### src/rtl/hangman_pkg.sv
// Shared types and constants for the UART transmit arbiter.
package hangman_pkg;

  typedef enum logic [1:0] {IDLE, SEND, DRAIN, GAP} arb_state_t;

  localparam int BYTE_W = 8;

endpackage

### src/rtl/arb_rr2.sv
// Combinational two-way pick between player and host requesters.
// Define UART_ARB_HOST_PRIORITY_EN for fixed host priority instead of round-robin.
module arb_rr2 (
  input  logic play_valid,
  input  logic host_valid,
  input  logic last_host,
  output logic any_valid,
  output logic win_host
);

  assign any_valid = play_valid | host_valid;

`ifdef UART_ARB_HOST_PRIORITY_EN
  assign win_host = host_valid;
`else
  // On a tie the requester that did not own the last transfer wins.
  assign win_host = (play_valid && host_valid) ? !last_host : host_valid;
`endif

endmodule

### src/rtl/uart_tx_arbiter.sv
// Shares one uart_tx between the player and host byte sources, with send timeout.
// Arbitration mode is chosen in arb_rr2 by UART_ARB_HOST_PRIORITY_EN.
module uart_tx_arbiter
  import hangman_pkg::*;
#(
  parameter int TIMEOUT_CYCLES = 1023,
  parameter int CNT_W          = 10
) (
  input  logic              clk,
  input  logic              nRst,
  input  logic              play_valid,
  input  logic [BYTE_W-1:0] play_byte,
  output logic              play_ack,
  input  logic              host_valid,
  input  logic [BYTE_W-1:0] host_byte,
  output logic              host_ack,
  input  logic              tx_ready,
  output logic              tx_ctrl,
  output logic [BYTE_W-1:0] tx_byte,
  output logic              busy,
  output logic              grant_host,
  output logic              tx_err
);

  localparam logic [CNT_W-1:0] CNT_LAST = CNT_W'(TIMEOUT_CYCLES - 1);

  arb_state_t        state_q, state_d;
  logic [CNT_W-1:0]  cnt_q, cnt_d;
  logic              tx_ctrl_q, tx_ctrl_d;
  logic [BYTE_W-1:0] tx_byte_q, tx_byte_d;
  logic              play_ack_q, play_ack_d;
  logic              host_ack_q, host_ack_d;
  logic              busy_q, busy_d;
  logic              grant_host_q, grant_host_d;
  logic              tx_err_q, tx_err_d;
  logic              any_valid;
  logic              win_host;

  arb_rr2 u_pick (
    .play_valid (play_valid),
    .host_valid (host_valid),
    .last_host  (grant_host_q),
    .any_valid  (any_valid),
    .win_host   (win_host)
  );

  always_comb begin
    state_d      = state_q;
    cnt_d        = cnt_q;
    tx_ctrl_d    = tx_ctrl_q;
    tx_byte_d    = tx_byte_q;
    play_ack_d   = 1'b0;
    host_ack_d   = 1'b0;
    grant_host_d = grant_host_q;
    tx_err_d     = tx_err_q;

    case (state_q)
      IDLE: begin
        tx_ctrl_d = 1'b0;
        if (tx_ready && any_valid) begin
          state_d      = SEND;
          tx_ctrl_d    = 1'b1;
          cnt_d        = '0;
          grant_host_d = win_host;
          if (win_host) begin
            tx_byte_d  = host_byte;
            host_ack_d = 1'b1;
          end else begin
            tx_byte_d  = play_byte;
            play_ack_d = 1'b1;
          end
        end
      end
      SEND: begin
        // tx_ctrl stays high for exactly TIMEOUT_CYCLES cycles before giving up.
        if (!tx_ready) begin
          tx_ctrl_d = 1'b0;
          cnt_d     = '0;
          state_d   = DRAIN;
        end else if (cnt_q == CNT_LAST) begin
          tx_ctrl_d = 1'b0;
          tx_err_d  = 1'b1;
          cnt_d     = '0;
          state_d   = IDLE;
        end else begin
          cnt_d = cnt_q + CNT_W'(1);
        end
      end
      DRAIN: begin
        if (tx_ready) begin
          state_d = GAP;
        end
      end
      GAP: begin
        state_d = IDLE;
      end
      default: begin
        state_d = IDLE;
      end
    endcase

    busy_d = (state_d != IDLE);
  end

  always_ff @(posedge clk or negedge nRst) begin
    if (!nRst) begin
      state_q      <= IDLE;
      cnt_q        <= '0;
      tx_ctrl_q    <= 1'b0;
      tx_byte_q    <= '0;
      play_ack_q   <= 1'b0;
      host_ack_q   <= 1'b0;
      busy_q       <= 1'b0;
      grant_host_q <= 1'b0;
      tx_err_q     <= 1'b0;
    end else begin
      state_q      <= state_d;
      cnt_q        <= cnt_d;
      tx_ctrl_q    <= tx_ctrl_d;
      tx_byte_q    <= tx_byte_d;
      play_ack_q   <= play_ack_d;
      host_ack_q   <= host_ack_d;
      busy_q       <= busy_d;
      grant_host_q <= grant_host_d;
      tx_err_q     <= tx_err_d;
    end
  end

  assign play_ack   = play_ack_q;
  assign host_ack   = host_ack_q;
  assign tx_ctrl    = tx_ctrl_q;
  assign tx_byte    = tx_byte_q;
  assign busy       = busy_q;
  assign grant_host = grant_host_q;
  assign tx_err     = tx_err_q;

endmodule

### config.mk
export PLATFORM = sky130hd
export DESIGN_NAME = uart_tx_arbiter
export DESIGN_NICKNAME = d
export VERILOG_FILES = /design/src/rtl/hangman_pkg.sv /design/src/rtl/arb_rr2.sv /design/src/rtl/uart_tx_arbiter.sv
export SDC_FILE = /design/constraint.sdc
export NUM_CORES = 1
export LEC_CHECK = 0
export ABC_AREA = 1
export BUFFER_PORTS_ARGS = -buffer_cell sky130_fd_sc_hd__clkbuf_2
export CORE_ASPECT_RATIO = 0.8
export CORE_MARGIN = 3
export CORE_UTILIZATION = 50
export DETAILED_ROUTE_END_ITERATION = 8
export PLACE_DENSITY = 0.76
export SLEW_MARGIN = 0
export SYNTH_ARGS = -nofsm -noshare
export SYNTH_HDL_FRONTEND = slang
export SYNTH_SLANG_ARGS = --single-unit
### constraint.sdc
create_clock -name clk -period 2.11 [get_ports clk]
set_input_delay 0.422 -clock clk [delete_from_list [all_inputs] [get_ports clk]]
set_output_delay 0.422 -clock clk [all_outputs]
set_load 0.03 [all_outputs]
==> results.ini, run 1 <==
[final_layout]
syn_to_final_growth_pct=18.6
drive_above_1_share_pct=23.6
nFillCells=208
finalInstanceArea_mm2=0.00156
antenna_cells=0
final_nets=227

[route]
viasPerCell=4.97
drt_iter0_markers=77
drc=0
num_vias=1177
drtPass1Iterations=4
ant_nets=0
wl_um=2750
wl_per_cell_um=11.6

[sta]
fin_crit_sh_pct=69.0
fmax_mhz=687
slew_headroom_pct=57.7
hold_viol_final=0
hold_ws_ps=81.2
final.setup.tns_ps=0
setup_viol=0
setup_slack_ps=655
rsz0062_at_grt=no
final.min_clock_period_ps=1460
clock_skew_ps=12.2
max_slew.worst_pin.slew_ps=634
drv_slew=0

[synthesis]
syn-num-nets=190
synth_area_per_cell_um2=7.89
ys.warnings.count=0
synth.distinct_cells=21
synth_cells=167
seq_area_frac_synth_pct=49.4
syn_area_mm2=0.00132
synth_seq_cells=26

[critical_path]
max_stage_delay_ps=460
critPathMaxFanout=15
path_delay_family=simple AND/OR/NAND/NOR gates
cp-end-kind=flip-flop
setup.worst_path.class=reg -> reg
worstPathArrival_ps=1720
worst-path-buf-inv=0
cp_cell_sequence=nor2_2 > nand3_4 > nor2_2 > nand2_1 > nand3_1
cp-start-kind=flip-flop
slowest_stage=dfrtp_1
critPathMostFrequentCell=nor2_2
required_ps=2380

[global_routing]
grt_pass1_wl_um=4970
grt_pass1_vias=1123
grt_start_max_net_pins=27
overflow=0
grt.total_usage_pct=19.3
antenna_found_initial=0

[die]
dieArea_mm2=0.00329
ioPinCount=35
fp.coreArea_mm2=0.00233
start_util_pct=56.6
rows=15
die_h_um=51.9
die_w_um=63.4

[clocking]
clockBufferDepth=2
cts_hold_buf=0
cts_sinks=26
cts_tree=built
htreeDepth=1
post-cts-setup-buffers=0
clkLatencyLatePin_ps=330
path_clk_slew_ps=140
cts_root_buf=clkbuf_4
numCtsBuffers=3
cts-resized-gates=0

[placement]
dp_hpwl_um=2130
place.gp.congestion=0.827
dpl_worst_slack_ps=642
placed_cell_area_mm2=0.00151
port_buffers=34

[min_path]
hold_class=in -> async

[power_and_ir_drop]
leakagePower_nw=0.866
peakVddDrop_v=0.000885
power.total_mw=1.83
p_per_area_mw_per_mm2=1170

[job]
maxCapViolCount=0

[run_status]
status=complete, no violations

-- cells in the mapped netlist --
cell type | instances | area share (%)
nor2_2 | 2 | 0.95
nor3_2 | 1 | 0.76
inv_1 | 23 | 6.6
a21oi_1 | 5 | 1.9
nand2_2 | 2 | 0.95
ha_1 | 2 | 1.9
buf_8 | 1 | 1.1
a21o_1 | 1 | 0.57
nand3_1 | 18 | 6.8
dfrtp_1 | 26 | 49
nand2_1 | 54 | 15
nor3_1 | 1 | 0.38
a31o_2 | 1 | 0.66
o21ai_0 | 6 | 2.3
nand2_4 | 1 | 0.85
nand4_1 | 4 | 1.9
nand3_2 | 1 | 0.76
buf_2 | 1 | 0.38
nor2_1 | 15 | 4.3
nand3_4 | 1 | 1.3
nor2_4 | 1 | 0.85
-- cell families after synthesis --
family | share of synthesized area [%]
buffers and inverters | 8.07
AOI/OAI and AO/OA | 5.41
and+or+nand+nor | 35.2
adders and majority gates | 1.90
DFF | 49.4
-- stage by stage --
stage / util [%] / cells
2_1_floorplan: - / 167
3_3_place_gp: 64.9 / 233
3_5_place_dp: 64.9 / 233
4_1_cts: 67.2 / 237
5_1_grt: 67.2 / 237
6_report: 67.2 / 237
-- flip-flops by register name, summed over array words and instances, names as in the netlist --
register and flops:
play_ack 1, busy 1, host_ack 1, grant_host 1, state_q 2, tx_err 1
tx_ctrl 1, cnt_q 10, tx_byte 8
-- final timing paths --
path	startpoint	to	slack, ps	cells past startpoint
setup / recovery	state_q[1]$_DFF_PN0_	tx_byte[7]$_DFFE_PN0P_	650	5
hold / removal	nRst	grant_host$_DFFE_PN0P_	80	1
setup reg to reg	state_q[1]$_DFF_PN0_	tx_byte[7]$_DFFE_PN0P_	650	5
hold reg to reg	tx_err$_DFFE_PN0P_	tx_err$_DFFE_PN0P_	500	1
max in group asynchronous	nRst	cnt_q[2]$_DFFE_PN0P_	1610	1
min in group clk	host_byte[2]	tx_byte[2]$_DFFE_PN0P_	290	3
-- cell type report --
class	count	area [um^2]	area share (%)
inverter	23	86.3	5.52
tap	34	42.5	2.72
timing repair buffer	34	170	10.9
sequential	26	651	41.6
clock inverter	1	30.0	1.92
multi-input combinational	116	561	35.9
clock buffer	3	22.5	1.44
-- cells in the final DEF, fill, tap and decap left out, drive strengths merged --
cell type,n
a21o,1
a21oi,5
a31o,1
bufinv,1
clkbuf,37
dfrtp,26
ha,2
inv,23
nand2,57
nand3,20
nand4,4
nor2,18
nor3,2
o21ai,6
-- per-layer routing --
layer	track usage, %	vias to the layer above	wire [um]	part of all wire, %
met5	0	-	0	0
met4	3.58	0	20	0.73
met3	4.75	5	171	6.2
met2	31.0	31	1240	45
met1	26.9	542	1320	48
li1	-	599	-	-
-- report_power, final --
group / total, mW / switching [mW] / leakage [nW] / internal (mW)
combinational: 0.752 / 0.532 / 0.499 / 0.220
clock: 0.340 / 0.148 / 0.0279 / 0.192
sequential: 0.739 / 0.0993 / 0.339 / 0.639
total: 1.83 / 0.779 / 0.866 / 1.05
-- worst register-to-register path, delay by kind of cell (launching register included) --
family | cells | cell delay, ps
flops | 1 | 460
simple gates | 5 | 930
No activity file was read; power rests on OpenSTA's default activity.
==> inputs of run 2 (changes only) <==
- clock period: 2.11 -> 1.5 ns (I/O delays scaled with it)
==> results.ini, run 2 (synthesis gave the netlist of run 1 again) <==
[die]
die_h_um=51.9
start_util_pct=56.6
die_w_um=63.4
ioPinCount=35
rows=15
dieArea_mm2=0.00329
fp.coreArea_mm2=0.00233

[critical_path]
r2r-start=cnt_q[0]$_DFFE_PN0P_
worstPathArrival_ps=1720
required_ps=1720
cp-end-kind=flip-flop
setup.worst_path.class=reg -> reg
cp-start-kind=flip-flop
critPathLaunch=cnt_q[0]$_DFFE_PN0P_
critPathMaxFanout=6
worstRegToRegCells=9
reg2reg_slack_ps=6

[route]
drtPass1Iterations=4
drc=0
drt_iter0_markers=76
num_vias=1248
viasPerCell=5.11
wl_um=3040
wl_per_cell_um=12.5
ant_nets=0

[global_routing]
antenna_found_initial=0
overflow=0
grt_util_met3_pct=5.40
grt_start_max_net_pins=27
grt_use_met1_pct=25.1
grt_pass1_wl_um=5180
grt.total_usage_pct=20.0
use_met2_pct=35.0
busiest_layer=met2
grt_pass1_vias=1209

[job]
maxCapViolCount=0

[clocking]
clkLatencyLatePin_ps=330
cts_root_buf=clkbuf_4
cts_tree=built
path_clk_slew_ps=150
numCtsBuffers=3
htreeDepth=1
clockBufferDepth=2
cts_sinks=26

[power_and_ir_drop]
pwr-share-comb_pct=45.0
power.total_mw=2.55
netSwitchingFraction_pct=45.0
leakagePower_nw=0.892
clkPwrFrac_pct=14.1
p_per_area_mw_per_mm2=1570
peakVddDrop_v=0.000914
switchingPower_mw=1.15
power.internal_mw=1.40
pwr-share-seq_pct=41.0

[final_layout]
syn_to_final_growth_pct=23.2
final_nets=234
drive_above_1_share_pct=28.1
mostFrequentLayoutCells=nand2_1 (54), clkbuf_2 (34), dfrtp_1 (26)
largest_register_ffs=10
final_common_cell=nand2_1
antenna_cells=0
top_register=cnt_q

[sta]
setup_slack_ps=5.62
rsz0062_at_grt=yes
fmax_mhz=669
max_slew.worst_pin.slew_ps=629
slew_headroom_pct=58.1
fin_crit_sh_pct=99.6
final.min_clock_period_ps=1490
drv_slew=0
setup_viol=0
hold_viol_final=0
clock_skew_ps=18.6

[placement]
dp_hpwl_um=2300
port_buffers=34
dpl_worst_slack_ps=46.2
place.gp.congestion=0.889

[min_path]
holdPathStages=3
hold_class=in -> reg
hold_start=host_byte[2]

[run_status]
status=complete, no violations

## run 2: layer usage
metal | wire length, um | up-vias
met4 | 14 | 0
met3 | 192 | 2
met5 | 0 | -
li1 | - | 612
met1 | 1360 | 596
met2 | 1470 | 38
## run 2: power by group through the flow
stage / clock, mW / combinational (mW) / sequential [mW]
5_1_grt: 0.383 / 1.27 / 1.07
3_5_place_dp: 0 / 1.08 / 1.05
6_report: 0.359 / 1.15 / 1.05
4_1_cts: 0.363 / 1.09 / 1.04
2_1_floorplan: 0 / 0.531 / 1.32
3_3_place_gp: 0 / 1.06 / 1.04
## run 2: through the flow
stage	TNS (ps)	hold slack [ps]	instance area (um^2)	util (%)	cells
5_1_grt	-582	170	1620	69.7	244
3_3_place_gp	0	344	1530	65.9	236
3_5_place_dp	0	346	1530	65.9	236
2_1_floorplan	0	4.41	1320	-	167
6_report	0	170	1620	69.7	244
4_1_cts	0	165	1580	67.8	241
## run 2: critical path, cell delays in order (launching register included)
cell	delay, ps
dfrtp_1	450
inv_1	80
ha_2	190
nand3_2	70
nor2_2	150
nand2_1	100
nand2_2	130
nand2_4	90
nand2_1	80
nor2_1	40
## run 2: worst paths after layout
path,end
max,cnt_q[5]$_DFFE_PN0P_
min,tx_byte[2]$_DFFE_PN0P_
max reg2reg,cnt_q[5]$_DFFE_PN0P_
min reg2reg,tx_err$_DFFE_PN0P_
max in group asynchronous,cnt_q[2]$_DFFE_PN0P_
min in group asynchronous,busy$_DFF_PN0_
## run 2: what timing repair did
item,4_1_cts,5_1_grt
setup endpoints to repair,0,14
hold endpoints to repair,26,0
setup buffers,0,3
gates resized for setup,0,7
hold buffers,1,0
## run 2: final cells by class
class / instances / area, um^2
fillers: 210 / 704
flip-flops and latches: 26 / 651
multi-input cells: 116 / 578
repair buffers: 41 / 229
inverters: 23 / 86.3
well taps: 34 / 42.5
clock buffers: 4 / 36.3
==> inputs of run 3 (changes only) <==
- CELL_PAD_IN_SITES_DETAIL_PLACEMENT: not set -> 2
- CELL_PAD_IN_SITES_GLOBAL_PLACEMENT: not set -> 2
- CORE_UTILIZATION: 50 -> 29
- PLACE_DENSITY: 0.76 -> 0.78
==> results.ini, run 3 (synthesis gave the netlist of run 1 again) <==
[clocking]
htreeDepth=1
clockBufferDepth=2
path_clk_slew_ps=100
cts_hold_buf=0
cts_root_buf=clkbuf_8
cts_tree=built
cts_sinks=26
clkLatencyLatePin_ps=280
numCtsBuffers=3

[power_and_ir_drop]
p_per_area_mw_per_mm2=1740
netSwitchingFraction_pct=44.6
peakVddDrop_v=0.000583
leakagePower_nw=0.939
clkPwrFrac_pct=19.4
pwr-share-seq_pct=34.5
power.internal_mw=1.72
switchingPower_mw=1.39
pwr-share-comb_pct=46.2

[critical_path]
critPathMaxFanout=5
required_ps=1640
worstPathArrival_ps=1620
cp-end-kind=flip-flop
cp-start-kind=flip-flop
setup.worst_path.class=reg -> reg

[global_routing]
grt_pass1_wl_um=7370
grt_pass1_vias=1449
overflow=0
grt.total_usage_pct=18.2
grt_start_max_net_pins=27
antenna_found_initial=0

[sta]
drv_slew=0
clock_skew_ps=7.67
final.min_clock_period_ps=1470
max_slew.worst_pin.slew_ps=703
fmax_mhz=678
fin_crit_sh_pct=98.3
slew_headroom_pct=53.2
setup_slack_ps=25.5
hold_viol_final=0
setup_viol=0

[route]
num_vias=1338
wl_um=5170
drc=0
drt_iter0_markers=26
ant_nets=0
viasPerCell=4.88
drtPass1Iterations=4
wl_per_cell_um=18.9

[placement]
dp_hpwl_um=3290
dpl_worst_slack_ps=13.0
port_buffers=34
place.gp.congestion=0.738

[min_path]
hold_class=in -> async

[final_layout]
fin_util_pct=41.7
mostFrequentLayoutCells=nand2_1 (53), clkbuf_2 (34), dfrtp_1 (24)
syn_to_final_growth_pct=35.6
drive_above_1_share_pct=33.6
final_common_cell=nand2_1
final_nets=241
top_register=cnt_q
largest_register_ffs=10
antenna_cells=0

[die]
fp.coreArea_mm2=0.00428
ioPinCount=35
die_w_um=81.4
rows=21
die_h_um=66.3
dieArea_mm2=0.00539
start_util_pct=30.8

[run_status]
status=complete, no violations

[job]
maxCapViolCount=0

[run 3: cell types whose count changed in the layout (fill, tap and decap cells not counted), sizes merged]
cell         delta
buf             +6
bufinv          +1
clkbuf          -1
dlygate4sd3     -1
nand2           +1
nand3           +1
[run 3: final cells by class]
| cell class | count | area [um^2] |
|---|---|---|
| clock inverter | 1 | 30.0 |
| clock buffer | 3 | 41.3 |
| inverter | 23 | 86.3 |
| multi-input combinational | 118 | 641 |
| tap | 57 | 71.3 |
| fill | 488 | 2500 |
| timing repair buffer | 46 | 264 |
| sequential | 26 | 653 |
[run 3: what timing repair did]
action,in CTS,in global routing
setup buffers,1,8
gates resized for setup,0,18
pin swaps,0,4
hold endpoints to repair,0,0
gates cloned,0,2
setup endpoints to repair,3,20
[run 3: per-stage QoR]
stage | instances | area (um^2) | hold WS, ps | total power, mW | TNS, ps
5_1_grt | 274 | 1790 | 95.6 | 3.31 | -820
3_3_place_gp | 259 | 1560 | 353 | 2.14 | 0
2_1_floorplan | 167 | 1320 | 4.41 | 1.85 | 0
4_1_cts | 264 | 1640 | 60.6 | 2.85 | 0
3_5_place_dp | 259 | 1560 | 371 | 2.22 | 0
6_report | 274 | 1790 | 51.8 | 3.11 | 0
[run 3: worst paths after layout]
path / startpoint / end / slack [ps] / cells past startpoint
worst min-delay path: nRst / grant_host$_DFFE_PN0P_ / 50 / 1
worst max register to register: cnt_q[0]$_DFFE_PN0P_ / busy$_DFF_PN0_ / 30 / 8
max in group asynchronous: nRst / cnt_q[3]$_DFFE_PN0P_ / 960 / 1
worst max-delay path: cnt_q[0]$_DFFE_PN0P_ / busy$_DFF_PN0_ / 30 / 8
min in group clk: host_byte[7] / tx_byte[7]$_DFFE_PN0P_ / 240 / 3
worst min register to register: tx_err$_DFFE_PN0P_ / tx_err$_DFFE_PN0P_ / 490 / 1
[run 3: routing by layer]
layer / GRT usage, % / share of wire [%] / vias up
met3: 3.54 / 2.9 / 6
met1: 23.0 / 45 / 681
li1: - / - / 625
met5: 0 / 0 / -
met2: 31.8 / 50 / 26
met4: 3.80 / 1.8 / 0
[run 3: critical path: stages, from the launching register on]
cell and delay (ps):
dfrtp_1 410, inv_1 70, ha_2 190, nand3_2 70
nor2_2 140, nand2_1 120, nand2_4 130, buf_6 110
nand4_1 90
[run 3: power by group through the flow]
stage               clock, mW  sequential [mW]  combinational, mW
floorplan                   0             1.32              0.531
global route            0.637             1.11               1.57
CTS                     0.608             1.05               1.19
global placement            0             1.05               1.09
finish                  0.602             1.07               1.43
detailed placement          0             1.07               1.15
